[src/rtl/bram_arb_pkg.sv]
// rtl/bram_arb_pkg.sv - shared defaults and requester ids for the sample buffer arbiter
package bram_arb_pkg;

    localparam int DEPTH_DEFAULT  = 98304;
    localparam int ADDR_W_DEFAULT = 32;
    localparam int DATA_W_DEFAULT = 32;

    typedef enum logic {
        REQ_W = 1'b0,
        REQ_R = 1'b1
    } req_id_t;

    function automatic req_id_t other_req(input req_id_t id);
        return (id == REQ_W) ? REQ_R : REQ_W;
    endfunction

endpackage

[src/rtl/rr_arb2.sv]
// rtl/rr_arb2.sv - two-way round-robin arbiter; bit 0 is the writer, bit 1 the reader
module rr_arb2
    import bram_arb_pkg::*;
(
    input  logic       clka,
    input  logic       rst,
    input  logic [1:0] req,
    output logic [1:0] gnt
);

    req_id_t prio;
    req_id_t prio_next;

    always_ff @(posedge clka or posedge rst) begin
        if (rst) begin
            prio <= REQ_W;
        end else begin
            prio <= prio_next;
        end
    end

    // A lone request always wins; prio only matters on a tie.
    always_comb begin
        gnt       = 2'b00;
        prio_next = prio;
        if (req[0] && (!req[1] || prio == REQ_W)) begin
            gnt[0] = 1'b1;
        end else if (req[1]) begin
            gnt[1] = 1'b1;
        end
        if (gnt[0]) begin
            prio_next = other_req(REQ_W);
        end else if (gnt[1]) begin
            prio_next = other_req(REQ_R);
        end
    end

endmodule

[src/rtl/bram_port_arbiter.sv]
// rtl/bram_port_arbiter.sv - shares one BRAM port between the ingest writer and the RLS reader
module bram_port_arbiter
    import bram_arb_pkg::*;
#(
    parameter int DATA_W = DATA_W_DEFAULT,
    parameter int ADDR_W = ADDR_W_DEFAULT,
    parameter int DEPTH  = DEPTH_DEFAULT,
    parameter int RD_LAT = 1
) (
    input  logic              clka,
    input  logic              rst,
    input  logic              w_req,
    input  logic [ADDR_W-1:0] w_addr,
    input  logic [DATA_W-1:0] w_data,
    output logic              w_gnt,
    input  logic              r_req,
    input  logic [ADDR_W-1:0] r_addr,
    output logic              r_gnt,
    output logic [DATA_W-1:0] r_data,
    output logic              r_valid,
    output logic              bram_wea,
    output logic [ADDR_W-1:0] bram_addra,
    output logic [DATA_W-1:0] bram_dina,
    input  logic [DATA_W-1:0] bram_douta,
    output logic              err_oor,
    output logic              err_sticky,
    input  logic              err_clr
);

    // Widened so the unsigned compare stays correct whatever ADDR_W is.
    localparam logic [63:0] DEPTH_L = 64'(DEPTH);

    logic [1:0]      req;
    logic [1:0]      gnt;
    logic            w_acc;
    logic            r_acc;
    logic            w_oor;
    logic            r_oor;
    logic            wr_hit;
    logic            rd_hit;
    logic            oor_hit;
    logic [RD_LAT:0] vld_sr;

    assign req = {r_req, w_req};

    rr_arb2 u_arb (
        .clka (clka),
        .rst  (rst),
        .req  (req),
        .gnt  (gnt)
    );

    assign w_gnt = gnt[0];
    assign r_gnt = gnt[1];

    always_comb begin
        w_acc   = w_req && gnt[0];
        r_acc   = r_req && gnt[1];
        w_oor   = 64'(w_addr) >= DEPTH_L;
        r_oor   = 64'(r_addr) >= DEPTH_L;
        wr_hit  = w_acc && !w_oor;
        rd_hit  = r_acc && !r_oor;
        oor_hit = (w_acc && w_oor) || (r_acc && r_oor);
    end

    always_ff @(posedge clka or posedge rst) begin
        if (rst) begin
            bram_wea   <= 1'b0;
            bram_addra <= '0;
            bram_dina  <= '0;
            vld_sr     <= '0;
            err_oor    <= 1'b0;
            err_sticky <= 1'b0;
        end else begin
            bram_wea <= wr_hit;
            if (wr_hit) begin
                bram_addra <= w_addr;
                bram_dina  <= w_data;
            end else if (rd_hit) begin
                bram_addra <= r_addr;
            end
            vld_sr  <= {vld_sr[RD_LAT-1:0], rd_hit};
            err_oor <= oor_hit;
            // A pulse arriving together with a clear keeps the flag set.
            err_sticky <= err_oor || (err_sticky && !err_clr);
        end
    end

    assign r_valid = vld_sr[RD_LAT];
    assign r_data  = bram_douta;

endmodule

[config.mk]
export PLATFORM = sky130hd
export DESIGN_NAME = bram_port_arbiter
export DESIGN_NICKNAME = d
export VERILOG_FILES = /design/src/rtl/bram_arb_pkg.sv /design/src/rtl/rr_arb2.sv /design/src/rtl/bram_port_arbiter.sv
export SDC_FILE = /design/constraint.sdc
export NUM_CORES = 1
export LEC_CHECK = 0
export CORE_MARGIN = 3
export CORE_UTILIZATION = 35
export CTS_CLUSTER_DIAMETER = 50
export CTS_CLUSTER_SIZE = 30
export DETAILED_ROUTE_END_ITERATION = 10
export GPL_TIMING_DRIVEN = 1
export PLACE_DENSITY_LB_ADDON = 0.3
export REMOVE_ABC_BUFFERS = 1
export SLEW_MARGIN = 20
export SYNTH_ARGS = -nofsm -noshare
export SYNTH_HDL_FRONTEND = slang
export SYNTH_HIERARCHICAL = 1
export SYNTH_SLANG_ARGS = --single-unit
[constraint.sdc]
create_clock -name clka -period 2.9 [get_ports clka]
set_input_delay 0.58 -clock clka [delete_from_list [all_inputs] [get_ports clka]]
set_output_delay 0.58 -clock clka [all_outputs]
set_load 0.005 [all_outputs]
Word-level counts from Yosys, hierarchy flattened. Index checks and enable logic that the tools add are counted.

Register bits: 70. Input port bits: 133. Output and inout port bits: 102. Logic and storage cells: 34.

Order comparisons: 2. Multiplexer cells: 7. Bitwise logic cells: 1. Reduce and logical (&&, ||, !) cells: 17.

Operator list (count): 32-bit by 17-bit greater-or-equal comparator with 1-bit output, second input constant (2); 32-bit 2-to-1 mux (2); 1-bit logical AND (8); 1-bit 2-to-1 mux (5); 1-bit zero test (4); 2-bit nonzero test (2); 1-bit logical OR (3); 1-bit NOT (1).

Longest topological paths before layout.
Depth after elaboration: 8. Depth in mapped cells: 7. Gate-level depth less buffers: 5.

Modules after synthesis. Netlist, hierarchy kept.

Modules (own cells, without submodules): bram_port_arbiter (instances 1, cells an instance 289, area an instance 3271.9 µm², seq. area each 1726.7 µm²); rr_arb2 (instances 1, cells an instance 8, area an instance 65.1 µm², seq. area each 25.0 µm²).

Worst setup path after synthesis. Ideal clock, no wire load.

Path type: in2reg. Start point: input w_addr[22]. End point: register bram_dina[16]. Setup time: 125 ps. Arrival time: 2338 ps. Required time: 2775 ps. Slack: 437 ps. Stages: 5. Path buffers: 1. Path through: or4_4 > or4_4 > nor3_2 > buf_4 > mux2_2.

Longest elaborated chain between the ends: 3.

RTL lines: from (decl) (line bram_port_arbiter.sv:13) `input logic [ADDR_W-1:0] w_addr,`; 32-bit by 17-bit greater-or-equal comparator with 1-bit output (line bram_port_arbiter.sv:59) `w_oor = 64'(w_addr) >= DEPTH_L;`; 1-bit zero test (line bram_port_arbiter.sv:61) `wr_hit = w_acc && !w_oor;`; 1-bit logical AND (line bram_port_arbiter.sv:61); to (signal assigned) (line bram_port_arbiter.sv:78) `bram_dina <= w_data;`; to (decl) (line bram_port_arbiter.sv:23) `output logic [DATA_W-1:0] bram_dina,`.

Every way passes these cells. A chain may end at the register's enable or synchronous reset.

Worst setup path after layout.
Start point: input w_addr[22]. End point: register bram_dina[29].

Same word-level chain as after synthesis.

==> flow_summary.toml <==
[critical_path]
startpoint_type = "input port"
cp_max_fo = 32
crit_start = "w_addr[22]"
endpoint_kind = "flip-flop"
worstPathRequired_ns = 3.13
crit_arrival_ns = 2.75
r2r-start = "u_arb/prio"
worstSetupPathType = "input port to flip-flop"

[cts]
hold_buffers = 0
clockBufferDepth = 2
htree_levels = 3
root_buffer = "clkbuf_8"
numCtsBuffers = 9
cts_tree = "yes"
post_cts_buffers = 0
ctsResizeCount = 0
clk_latency_ns = 0.34
clk_pin_slew_worst_paths_ns = 0.07
clock-sinks = 70

[floorplanning]
die-height_um = 103.6
io_pins = 235
initial_utilization = 0.3611
core_area_sq_um = 9240
rows = 35
die_width_um = 103.6
die_area_sq_um = 10740

[pwr]
power_frac_clock = 0.389
internal_power_uw = 1524
fin_total_pwr_uw = 1976
p_leak_uw = 0.002292
swShare = 0.2287
power.density_nw_per_um2 = 382.6
vdd_drop_max_mv = 0.2108
p_comb_frac = 0.113
p_sw_uw = 452.0
seq_power_share = 0.498

[job]
cap_violations = 0

[drt]
viasPerCell = 5.135
vias = 2927
drt-total-wl_mm = 11.35
ant_nets = 0
dr.pass1.iters = 4
wl_per_cell_um = 19.91
drtIter0Drc = 183
drc = 0

[grt]
grt_remaining_overflow = 0
grt_pass1_vias = 3037
grt_pass1_wl_mm = 17.78
grt_usage = 0.2128
antenna_found_initial = 0
grt_max_degree = 33

[finish]
fillers = 797
multi_input_area_sq_um = 1221
drive_gt1_frac = 0.1519
post-route-util = 0.5590
n_antenna_cell = 0
areaGrowthSynthToFinish_pct = 54.78
regArea_sq_um = 1752
nets = 569

[placed_design]
port_buffers = 170
place_congestion = 0.7932
dpl.hpwl_mm = 8.576

[min_path]
hold_class = "flip-flop to flip-flop"
hp-start = "vld_sr[0]"

[yosys]
synth_area_sq_um = 3337
avgSynthCellArea_sq_um = 11.24
ys_warn_count = 6
synth-seq-cells = 70
synthCells = 297
ys_types = 27
yosysSeqAreaShare = 0.5249

[sta]
fin_hold_ws_ns = 0.3621
fmax_mhz = 395.5
rsz0062_at_grt = "no"
worstMarginPinSlew_ns = 0.6803
hold_violations = 0
period_needed_ns = 2.529
fin_crit_sh = 0.8719
skew_ns = 0.006556
finalSetupViolCount = 0
drv_slew = 0
setup_tns_ns = 0
maxSlewHeadroom = 0.5465

[outcome]
outcome = "completed"
## cell type report
class,count,share of cell area
Tap cell,129,0.03125
Timing Repair Buffer,185,0.3537
Clock inverter,6,0.01187
Clock buffer,10,0.02471
Multi-Input combinational cell,166,0.2364
Sequential cell,70,0.3391
Inverter,4,0.002907
## final timing paths
check / cells past startpoint / endpoint / slack, ns
min: 0 / vld_sr[1] / 0.36
max: 6 / bram_dina[29] / 0.37
min in group asynchronous: 2 / u_arb/prio / 0.42
max in group asynchronous: 3 / bram_dina[4] / 1.53
min reg2reg: 0 / vld_sr[1] / 0.36
max reg2reg: 7 / bram_addra[0] / 1.01
## layout by cell type, fill, tap and decap left out, types with 2 or more instances in the layout
cell and n:
a21o_1 2, a21oi_1 17, a32oi_1 17, and2_1 2, and3_1 34, buf_4 14
clkbuf_8 9, clkdlybuf4s50_1 170, clkinv_2 3, dfrtp_1 70, inv_1 3, mux2_2 31
nand2_1 4, nand3_1 2, nand4_1 2, nor2_1 3, nor3_1 2, nor4_1 22
o21ai_0 19, or4_4 2
## synthesized netlist by cell type, drive strengths merged
master	n	area [sq um]
nand4	2	12.51
dfrtp	70	1752
clkbuf	17	63.81
nor4	22	137.6
or3	1	11.26
nor2	3	11.26
nor3	3	20.02
nand3	2	10.01
mux2	32	360.3
buf	40	300.3
and2	2	12.51
a32oi	17	148.9
a21oi	17	85.08
nand2	4	15.01
o21ai	19	95.09
a21o	2	15.01
nand2b	1	6.260
and3	34	212.7
nor4b	1	15.01
or4	3	30.03
inv	4	15.01
a21boi	1	7.510
## cells by family after synthesis
group | after synthesis | share of synthesized area
compound gates | 56 | 0.1054
buf+inv | 61 | 0.1136
simple gates | 78 | 0.1481
mux | 32 | 0.1080
flops | 70 | 0.5249
## flip-flops by register name (all words and copies together), names as in the netlist
name and count:
bram_addra 32, bram_dina 32, bram_wea 1, err_oor 1
err_sticky 1, u_arb/prio 1, vld_sr 2
## metal layers
metal | wire, um | GRT usage
met4 | 219 | 0.05983
met5 | 58 | 0.05238
met3 | 1353 | 0.1121
met1 | 4923 | 0.2842
met2 | 4791 | 0.2958
## worst max-delay path: stages
cell,delay (ns)
clkdlybuf4s50_1,0.40
or4_4,0.53
or4_4,0.47
nor3_4,0.17
buf_12,0.23
mux2_2,0.36
## power by group through the flow
| stage | logic [uW] | clock network (uW) | registers (uW) |
|---|---|---|---|
| floorplan | 42.8 | 0 | 1000 |
| global placement | 222 | 0 | 1000 |
| detailed placement | 223 | 0 | 1000 |
| CTS | 225 | 796 | 984 |
| global route | 241 | 840 | 985 |
| finish | 223 | 769 | 984 |
## through the flow
stage          cell area, sq um  worst slack [ns]  cells
2_1_floorplan              2973           -0.5816    240
3_3_place_gp               4976           0.04399    554
3_5_place_dp               4976          0.002811    554
4_1_cts                    5165            0.3713    570
5_1_grt                    5165            0.2887    570
6_report                   5165            0.3715    570
No activity file was read; power rests on OpenSTA's default activity.
